**config.mk**
```make
export PLATFORM = sky130hd
export DESIGN_NAME = axi4_fb_line_fetcher
export DESIGN_NICKNAME = d
export VERILOG_FILES = /design/src/rtl/axi4_fb_line_fetcher.sv
export SDC_FILE = /design/constraint.sdc
export NUM_CORES = 1
export LEC_CHECK = 0
export CORE_MARGIN = 8
export CORE_UTILIZATION = 48
export CTS_BUF_LIST = sky130_fd_sc_hd__clkbuf_2
export CTS_CLUSTER_SIZE = 25
export DETAILED_ROUTE_END_ITERATION = 12
export PLACE_DENSITY_LB_ADDON = 0.25
export SETUP_SLACK_MARGIN = 0.02
export SLEW_MARGIN = 10
export SYNTH_ARGS = -nofsm -noshare
export SYNTH_HDL_FRONTEND = slang
export SYNTH_SLANG_ARGS = --single-unit
```
**constraint.sdc**
```tcl
create_clock -name m00_axi_aclk -period 4.2 [get_ports m00_axi_aclk]
set_input_delay 0.42 -clock m00_axi_aclk [delete_from_list [all_inputs] [get_ports m00_axi_aclk]]
set_output_delay 0.42 -clock m00_axi_aclk [all_outputs]
set_load 0.03 [all_outputs]
```
**src/rtl/axi4_fb_line_fetcher.sv**
```systemverilog
// AXI4 read master that fetches one framebuffer scanline into an external line buffer.
// Optional `FBREADER_RESP_CHECK_EN: rresp errors and rlast mismatches also raise err.
module axi4_fb_line_fetcher #(
  parameter int                    ADDR_WIDTH = 32,
  parameter int                    DATA_WIDTH = 64,
  parameter int                    ID_WIDTH   = 1,
  parameter logic [ADDR_WIDTH-1:0] BASE_ADDR0 = 32'h8100_0000,
  parameter logic [ADDR_WIDTH-1:0] BASE_ADDR1 = 32'h8109_6000,
  parameter int                    H_RES      = 640,
  parameter int                    V_RES      = 480,
  parameter int                    BPP        = 16,
  parameter int                    BURST_LEN  = 64
) (
  input  logic                                       m00_axi_aclk,
  input  logic                                       m00_axi_areset,
  input  logic                                       line_req,
  input  logic [$clog2(V_RES)-1:0]                   line_idx,
  input  logic                                       fb_sel,
  output logic                                       busy,
  output logic                                       line_done,
  output logic                                       err,
  output logic                                       wr_en,
  output logic [$clog2(H_RES*BPP/DATA_WIDTH)-1:0]    wr_addr,
  output logic [DATA_WIDTH-1:0]                      wr_data,
  output logic [ID_WIDTH-1:0]                        m00_axi_arid,
  output logic [ADDR_WIDTH-1:0]                      m00_axi_araddr,
  output logic [7:0]                                 m00_axi_arlen,
  output logic [2:0]                                 m00_axi_arsize,
  output logic [1:0]                                 m00_axi_arburst,
  output logic                                       m00_axi_arlock,
  output logic [3:0]                                 m00_axi_arcache,
  output logic [2:0]                                 m00_axi_arprot,
  output logic [3:0]                                 m00_axi_arqos,
  output logic                                       m00_axi_arvalid,
  input  logic                                       m00_axi_arready,
  input  logic [ID_WIDTH-1:0]                        m00_axi_rid,
  input  logic [DATA_WIDTH-1:0]                      m00_axi_rdata,
  input  logic [1:0]                                 m00_axi_rresp,
  input  logic                                       m00_axi_rlast,
  input  logic                                       m00_axi_rvalid,
  output logic                                       m00_axi_rready
);

  localparam int LINE_BEATS     = H_RES * BPP / DATA_WIDTH;
  localparam int BYTES_PER_BEAT = DATA_WIDTH / 8;
  localparam int LINE_BYTES     = LINE_BEATS * BYTES_PER_BEAT;
  localparam int WA_W           = $clog2(LINE_BEATS);
  localparam int CNT_W          = $clog2(LINE_BEATS + 1);
  localparam int FIRST_BEATS    = (LINE_BEATS < BURST_LEN) ? LINE_BEATS : BURST_LEN;
  localparam logic [2:0] AR_SIZE = 3'($clog2(BYTES_PER_BEAT));

  typedef enum logic [1:0] {S_IDLE, S_ADDR, S_DATA, S_DONE} state_t;

  state_t                  state_reg, state_next;
  logic [ADDR_WIDTH-1:0]   addr_reg;
  logic [7:0]              arlen_reg;
  logic [7:0]              burst_cnt_reg;
  logic [CNT_W-1:0]        beat_cnt_reg;
  logic                    err_reg;
  logic                    wr_en_reg;
  logic [WA_W-1:0]         wr_addr_reg;
  logic [DATA_WIDTH-1:0]   wr_data_reg;

  logic                    idx_ok;
  logic                    beat_fire;
  logic                    burst_last;
  logic                    line_last;
  logic [CNT_W-1:0]        beats_left;
  logic [7:0]              next_arlen;
  logic [ADDR_WIDTH-1:0]   start_addr;
  logic [ADDR_WIDTH-1:0]   burst_bytes;
  logic                    unused_inputs;

  assign idx_ok      = 32'(line_idx) < 32'(V_RES);
  assign beat_fire   = (state_reg == S_DATA) && m00_axi_rvalid;
  assign burst_last  = burst_cnt_reg == arlen_reg;
  assign line_last   = beat_cnt_reg == CNT_W'(LINE_BEATS - 1);
  // beats still to fetch once the current beat has been accepted
  assign beats_left  = CNT_W'(LINE_BEATS - 1) - beat_cnt_reg;
  assign next_arlen  = (32'(beats_left) >= 32'(BURST_LEN)) ? 8'(BURST_LEN - 1)
                                                            : 8'(beats_left - CNT_W'(1));
  assign start_addr  = (fb_sel ? BASE_ADDR1 : BASE_ADDR0)
                     + ADDR_WIDTH'(line_idx) * ADDR_WIDTH'(LINE_BYTES);
  assign burst_bytes = ADDR_WIDTH'((32'(arlen_reg) + 32'd1) * 32'(BYTES_PER_BEAT));
  assign unused_inputs = ^{m00_axi_rid, m00_axi_rresp, m00_axi_rlast};

  always_ff @(posedge m00_axi_aclk) begin
    if (m00_axi_areset) begin
      state_reg <= S_IDLE;
    end else begin
      state_reg <= state_next;
    end
  end

  always_comb begin
    state_next = state_reg;
    case (state_reg)
      S_IDLE:  if (line_req && idx_ok) state_next = S_ADDR;
      S_ADDR:  if (m00_axi_arready) state_next = S_DATA;
      S_DATA:  if (beat_fire && burst_last) state_next = line_last ? S_DONE : S_ADDR;
      S_DONE:  state_next = S_IDLE;
      default: state_next = S_IDLE;
    endcase
  end

  always_comb begin
    busy            = state_reg != S_IDLE;
    line_done       = state_reg == S_DONE;
    m00_axi_arvalid = state_reg == S_ADDR;
    m00_axi_rready  = state_reg == S_DATA;
    m00_axi_arid    = '0;
    m00_axi_araddr  = addr_reg;
    m00_axi_arlen   = arlen_reg;
    // fixed AR fields are held at zero whenever no address is offered
    m00_axi_arsize  = m00_axi_arvalid ? AR_SIZE : 3'b000;
    m00_axi_arburst = m00_axi_arvalid ? 2'b01 : 2'b00;
    m00_axi_arcache = m00_axi_arvalid ? 4'b0011 : 4'b0000;
    m00_axi_arlock  = 1'b0;
    m00_axi_arprot  = 3'b000;
    m00_axi_arqos   = 4'b0000;
    err             = err_reg;
    wr_en           = wr_en_reg;
    wr_addr         = wr_addr_reg;
    wr_data         = wr_data_reg;
  end

  always_ff @(posedge m00_axi_aclk) begin
    if (m00_axi_areset) begin
      addr_reg      <= '0;
      arlen_reg     <= '0;
      burst_cnt_reg <= '0;
      beat_cnt_reg  <= '0;
      err_reg       <= 1'b0;
      wr_en_reg     <= 1'b0;
      wr_addr_reg   <= '0;
      wr_data_reg   <= '0;
    end else begin
      wr_en_reg <= 1'b0;
      if (state_reg == S_IDLE && line_req) begin
        if (idx_ok) begin
          addr_reg      <= start_addr;
          arlen_reg     <= 8'(FIRST_BEATS - 1);
          burst_cnt_reg <= '0;
          beat_cnt_reg  <= '0;
        end else begin
          err_reg <= 1'b1;
        end
      end
      if (beat_fire) begin
        wr_en_reg    <= 1'b1;
        wr_addr_reg  <= WA_W'(beat_cnt_reg);
        wr_data_reg  <= m00_axi_rdata;
        beat_cnt_reg <= beat_cnt_reg + CNT_W'(1);
        if (burst_last) begin
          burst_cnt_reg <= '0;
          addr_reg      <= addr_reg + burst_bytes;
          arlen_reg     <= next_arlen;
        end else begin
          burst_cnt_reg <= burst_cnt_reg + 8'd1;
        end
`ifdef FBREADER_RESP_CHECK_EN
        // the beat counter still decides burst end; rlast is only cross-checked
        if ((m00_axi_rresp != 2'b00) || (m00_axi_rlast != burst_last)) begin
          err_reg <= 1'b1;
        end
`endif
      end
    end
  end

endmodule

```
==> flow_results.xml <==
<?xml version="1.0" encoding="UTF-8"?>
<metrics>
  <group name="setup_path">
    <metric name="rr_endpoint" unit="">m00_axi_araddr[19]</metric>
    <metric name="critical_path.slowest_cell" unit="">sky130_fd_sc_hd__dfxtp_1</metric>
    <metric name="max_stage_delay" unit="ps">500</metric>
    <metric name="crit_arrival" unit="ps">4010</metric>
    <metric name="worstSetupStartpointType" unit="">flip-flop</metric>
    <metric name="timing.rr.start" unit="">m00_axi_arlen[2]</metric>
    <metric name="cp_data_required_time" unit="ps">4880</metric>
    <metric name="critical-path-top-delay-family" unit="">simple AND/OR/NAND/NOR gates</metric>
    <metric name="worstPathBufferInverterCount" unit="">1</metric>
    <metric name="timing.setup.critical_path_class" unit="">reg -&gt; reg</metric>
    <metric name="cp-end-kind" unit="">flip-flop</metric>
    <metric name="path_common_cell" unit="">sky130_fd_sc_hd__and3_1</metric>
    <metric name="worstPathMaxFanout" unit="">13</metric>
    <metric name="reg2reg_setup_slack" unit="ps">870</metric>
    <metric name="crit_path_cell_trace" unit="">inv_1 &gt; nor4_1 &gt; nand2_1 &gt; xnor2_1 &gt; ha_1 &gt; and3_1 &gt; a221oi_4 &gt; o221ai_2 &gt; and4_4 &gt; a2111oi_4 &gt; and3_1</metric>
    <metric name="worstRegToRegCells" unit="">11</metric>
  </group>
  <group name="die">
    <metric name="ios" unit="">219</metric>
    <metric name="rows" unit="">43</metric>
    <metric name="fp.coreArea" unit="µm²">13800</metric>
    <metric name="design.die.area" unit="µm²">18100</metric>
    <metric name="start_util" unit="%">48.9</metric>
    <metric name="vert_die_dim" unit="µm">134</metric>
    <metric name="die_width" unit="µm">134</metric>
  </group>
  <group name="finish">
    <metric name="most_frequent_standard_cell_in_the_layout_excluding_fill_and_tap_cells" unit="">sky130_fd_sc_hd__clkdlybuf4s50_1</metric>
    <metric name="layout.cells.most_common_list" unit="">sky130_fd_sc_hd__clkdlybuf4s50_1 (200), sky130_fd_sc_hd__nand2_1 (177), sky130_fd_sc_hd__dfxtp_1 (132), sky130_fd_sc_hd__a21oi_1 (117), sky130_fd_sc_hd__ha_1 (34)</metric>
    <metric name="areaGrowthSynthToFinish" unit="%">33.1</metric>
    <metric name="final_core_util" unit="%">65.0</metric>
    <metric name="largest_reg_flops" unit="">64</metric>
    <metric name="fillCellCount" unit="">1248</metric>
    <metric name="final_layout_size_suffix_gt1_share" unit="%">5.23</metric>
    <metric name="finalNetCount" unit="">1121</metric>
  </group>
  <group name="synthesis">
    <metric name="postSynth.topFlopCell" unit="">sky130_fd_sc_hd__dfxtp_1</metric>
    <metric name="distinct_cell_type_count_of_the_synthesized_netlist" unit="">70</metric>
    <metric name="synth_edf_count" unit="">0</metric>
    <metric name="ys_warn_count" unit="">0</metric>
    <metric name="postSynthRegisterBits" unit="">132</metric>
    <metric name="synth-seq-area-share" unit="%">39.3</metric>
    <metric name="synth.cell_area" unit="µm²">6730</metric>
    <metric name="avgSynthCellArea" unit="µm²">8.11</metric>
    <metric name="synthCells" unit="">830</metric>
    <metric name="async_set_reset_flop_share_out_of_synthesis" unit="%">0</metric>
  </group>
  <group name="grt">
    <metric name="grt.overflow.total" unit="">0</metric>
    <metric name="largest_net_degree_at_the_start_of_global_routing" unit="">80</metric>
    <metric name="antenna_found_initial" unit="">1</metric>
    <metric name="first_pass_grt_wire_length" unit="µm">30600</metric>
    <metric name="via_count_of_the_first_global_routing_pass" unit="">6087</metric>
    <metric name="grt_use_total" unit="%">21.0</metric>
  </group>
  <group name="clock_network">
    <metric name="clock_path_buffers" unit="">2</metric>
    <metric name="cts.sink_count" unit="">132</metric>
    <metric name="cts_tree" unit="">yes</metric>
    <metric name="clkSlewWorstSetupHoldPaths" unit="ps">200</metric>
    <metric name="cts_made_buffers" unit="">17</metric>
    <metric name="clock-root-buffer" unit="">sky130_fd_sc_hd__clkbuf_2</metric>
    <metric name="h-tree-depth" unit="">4</metric>
    <metric name="cts_setup_buffers" unit="">0</metric>
    <metric name="insertion_delay" unit="ps">710</metric>
    <metric name="post_cts.resized_instances" unit="">0</metric>
    <metric name="count_of_hold_buffers_inserted_by_post_cts_repair" unit="">0</metric>
  </group>
  <group name="timing">
    <metric name="fin_tns_setup" unit="ps">0</metric>
    <metric name="final.min_clock_period" unit="ps">3330</metric>
    <metric name="achievable-frequency" unit="MHz">300</metric>
    <metric name="max-slew-margin-rel" unit="%">35.7</metric>
    <metric name="setup_viol" unit="">0</metric>
    <metric name="grt_setup_unrepaired" unit="">false</metric>
    <metric name="finClkSkew" unit="ps">24.2</metric>
    <metric name="final_min_period_over_clock_period" unit="%">79.4</metric>
    <metric name="timing.final.max_slew_violations" unit="">0</metric>
    <metric name="timing_hold_violations_final" unit="">0</metric>
    <metric name="worstMarginPinSlew" unit="ps">961</metric>
  </group>
  <group name="routing">
    <metric name="vias" unit="">6390</metric>
    <metric name="routed_wl" unit="µm">19200</metric>
    <metric name="avgViaCountPerCell" unit="">5.35</metric>
    <metric name="firstDrtPassIters" unit="">5</metric>
    <metric name="drc_violation_count_after_routing" unit="">0</metric>
    <metric name="detail-route-antenna-nets" unit="">0</metric>
    <metric name="route.detailed.wl_per_inst" unit="µm">16.1</metric>
    <metric name="detail_route.iter0.violations" unit="">293</metric>
  </group>
  <group name="power">
    <metric name="leakage" unit="nW">3.27</metric>
    <metric name="cellPowerDensity" unit="nW/µm²">299</metric>
    <metric name="max-vdd-ir-drop" unit="µV">219</metric>
  </group>
  <group name="placed_design">
    <metric name="buffer_ports.inserted" unit="">201</metric>
    <metric name="dp.final_hpwl" unit="µm">14000</metric>
    <metric name="gp_congestion" unit="">0.860</metric>
  </group>
  <group name="status">
    <metric name="result_of_the_run" unit="">complete, no violations</metric>
  </group>
  <group name="job">
    <metric name="max-cap-violations" unit="">0</metric>
  </group>
  <group name="hold_path">
    <metric name="worst_hold_startpoint" unit="">m00_axi_rdata[61]</metric>
    <metric name="holdPathEnd" unit="">wr_data[61]</metric>
    <metric name="min-delay-path-class" unit="">in -&gt; reg</metric>
    <metric name="hold_depth" unit="">3</metric>
  </group>
</metrics>
[layout make-up]
| type | count | area (µm²) | share of cell area (%) |
|---|---|---|---|
| Tap cell | 180 | 225 | 2.52 |
| Multi-Input combinational cell | 620 | 3720 | 41.6 |
| Antenna cell | 1 | 2.50 | 0.0279 |
| Timing Repair Buffer | 206 | 2050 | 22.9 |
| Clock inverter | 15 | 140 | 1.56 |
| Inverter | 24 | 90.1 | 1.01 |
| Sequential cell | 132 | 2640 | 29.5 |
| Clock buffer | 17 | 85.1 | 0.950 |
[routing by layer]
metal  up-vias  global-route usage (%)  routed length (µm)
met2       203                    34.0                9100
met4         0                    5.61                 251
met3        18                    8.79                1760
met5         -                       0                   0
met1      2940                    24.9                8100
li1       3229                       -                   -
[how the worst max path moves through the flow]
stage / start / to / cells after the start
finish: m00_axi_arlen[2] / m00_axi_araddr[19] / 11
global route: m00_axi_arlen[2] / m00_axi_araddr[19] / 11
CTS: m00_axi_arlen[2] / m00_axi_araddr[19] / 11
detailed placement: line_idx[3] / m00_axi_araddr[17] / 12
global placement: line_idx[3] / m00_axi_araddr[17] / 12
floorplan: line_idx[1] / m00_axi_araddr[17] / 11
[cells in the mapped netlist (all sizes together), types with 6 or more instances]
library cell | count | share of area, %
nor3 | 14 | 1.2
nor2 | 32 | 1.8
a21oi | 118 | 8.8
xnor2 | 20 | 2.6
dfxtp | 132 | 39
ha | 34 | 6.3
nand2 | 178 | 9.9
o21ai | 30 | 2.3
nand3 | 18 | 1.4
nand4 | 12 | 1.1
a221oi | 8 | 1.6
a21o | 7 | 0.78
nand3b | 8 | 0.89
clkbuf | 36 | 2.0
inv | 23 | 1.3
a31oi | 10 | 0.93
buf | 30 | 2.8
nor3b | 6 | 0.67
and4 | 6 | 0.82
xor2 | 10 | 1.3
and3 | 19 | 1.8
[cells by family after synthesis]
| group | share of synthesized area [%] |
|---|---|
| AO/OA/AOI/OAI | 20.4 |
| XOR/XNOR | 3.90 |
| adder cells (fa/ha/maj) | 7.21 |
| buffers and inverters | 6.15 |
| flip-flops | 39.3 |
| multiplexers | 0.446 |
| other | 0.0557 |
| AND/OR/NAND/NOR | 22.5 |
[power breakdown]
group | internal, mW | total (mW) | switching [mW]
clock | 0.265 | 0.743 | 0.478
sequential | 1.29 | 1.33 | 0.0390
combinational | 0.254 | 0.601 | 0.347
total | 1.81 | 2.67 | 0.865
[stage by stage]
step           total power [mW]  std cells  setup WS, ps  cell area [µm²]  hold WS (ps)
3_3_place_gp               1.95       1162           428             8730           440
6_report                   2.67       1195           867             8950           226
5_1_grt                    2.80       1195           565             8950           138
3_5_place_dp               1.95       1162           312             8730           446
4_1_cts                    2.70       1194           855             8950           158
2_1_floorplan              1.73        842          1100             6770           452
[worst reg2reg max path, stage by stage (launching register included)]
cell                        delay (ps)
sky130_fd_sc_hd__dfxtp_1           500
sky130_fd_sc_hd__inv_1              90
sky130_fd_sc_hd__nor4_1            410
sky130_fd_sc_hd__nand2_1           130
sky130_fd_sc_hd__xnor2_1           150
sky130_fd_sc_hd__ha_1              360
sky130_fd_sc_hd__and3_1            240
sky130_fd_sc_hd__a221oi_4          330
sky130_fd_sc_hd__o221ai_2          320
sky130_fd_sc_hd__and4_4            300
sky130_fd_sc_hd__a2111oi_4         300
sky130_fd_sc_hd__and3_1            180
No activity file was read; power rests on OpenSTA's default activity.
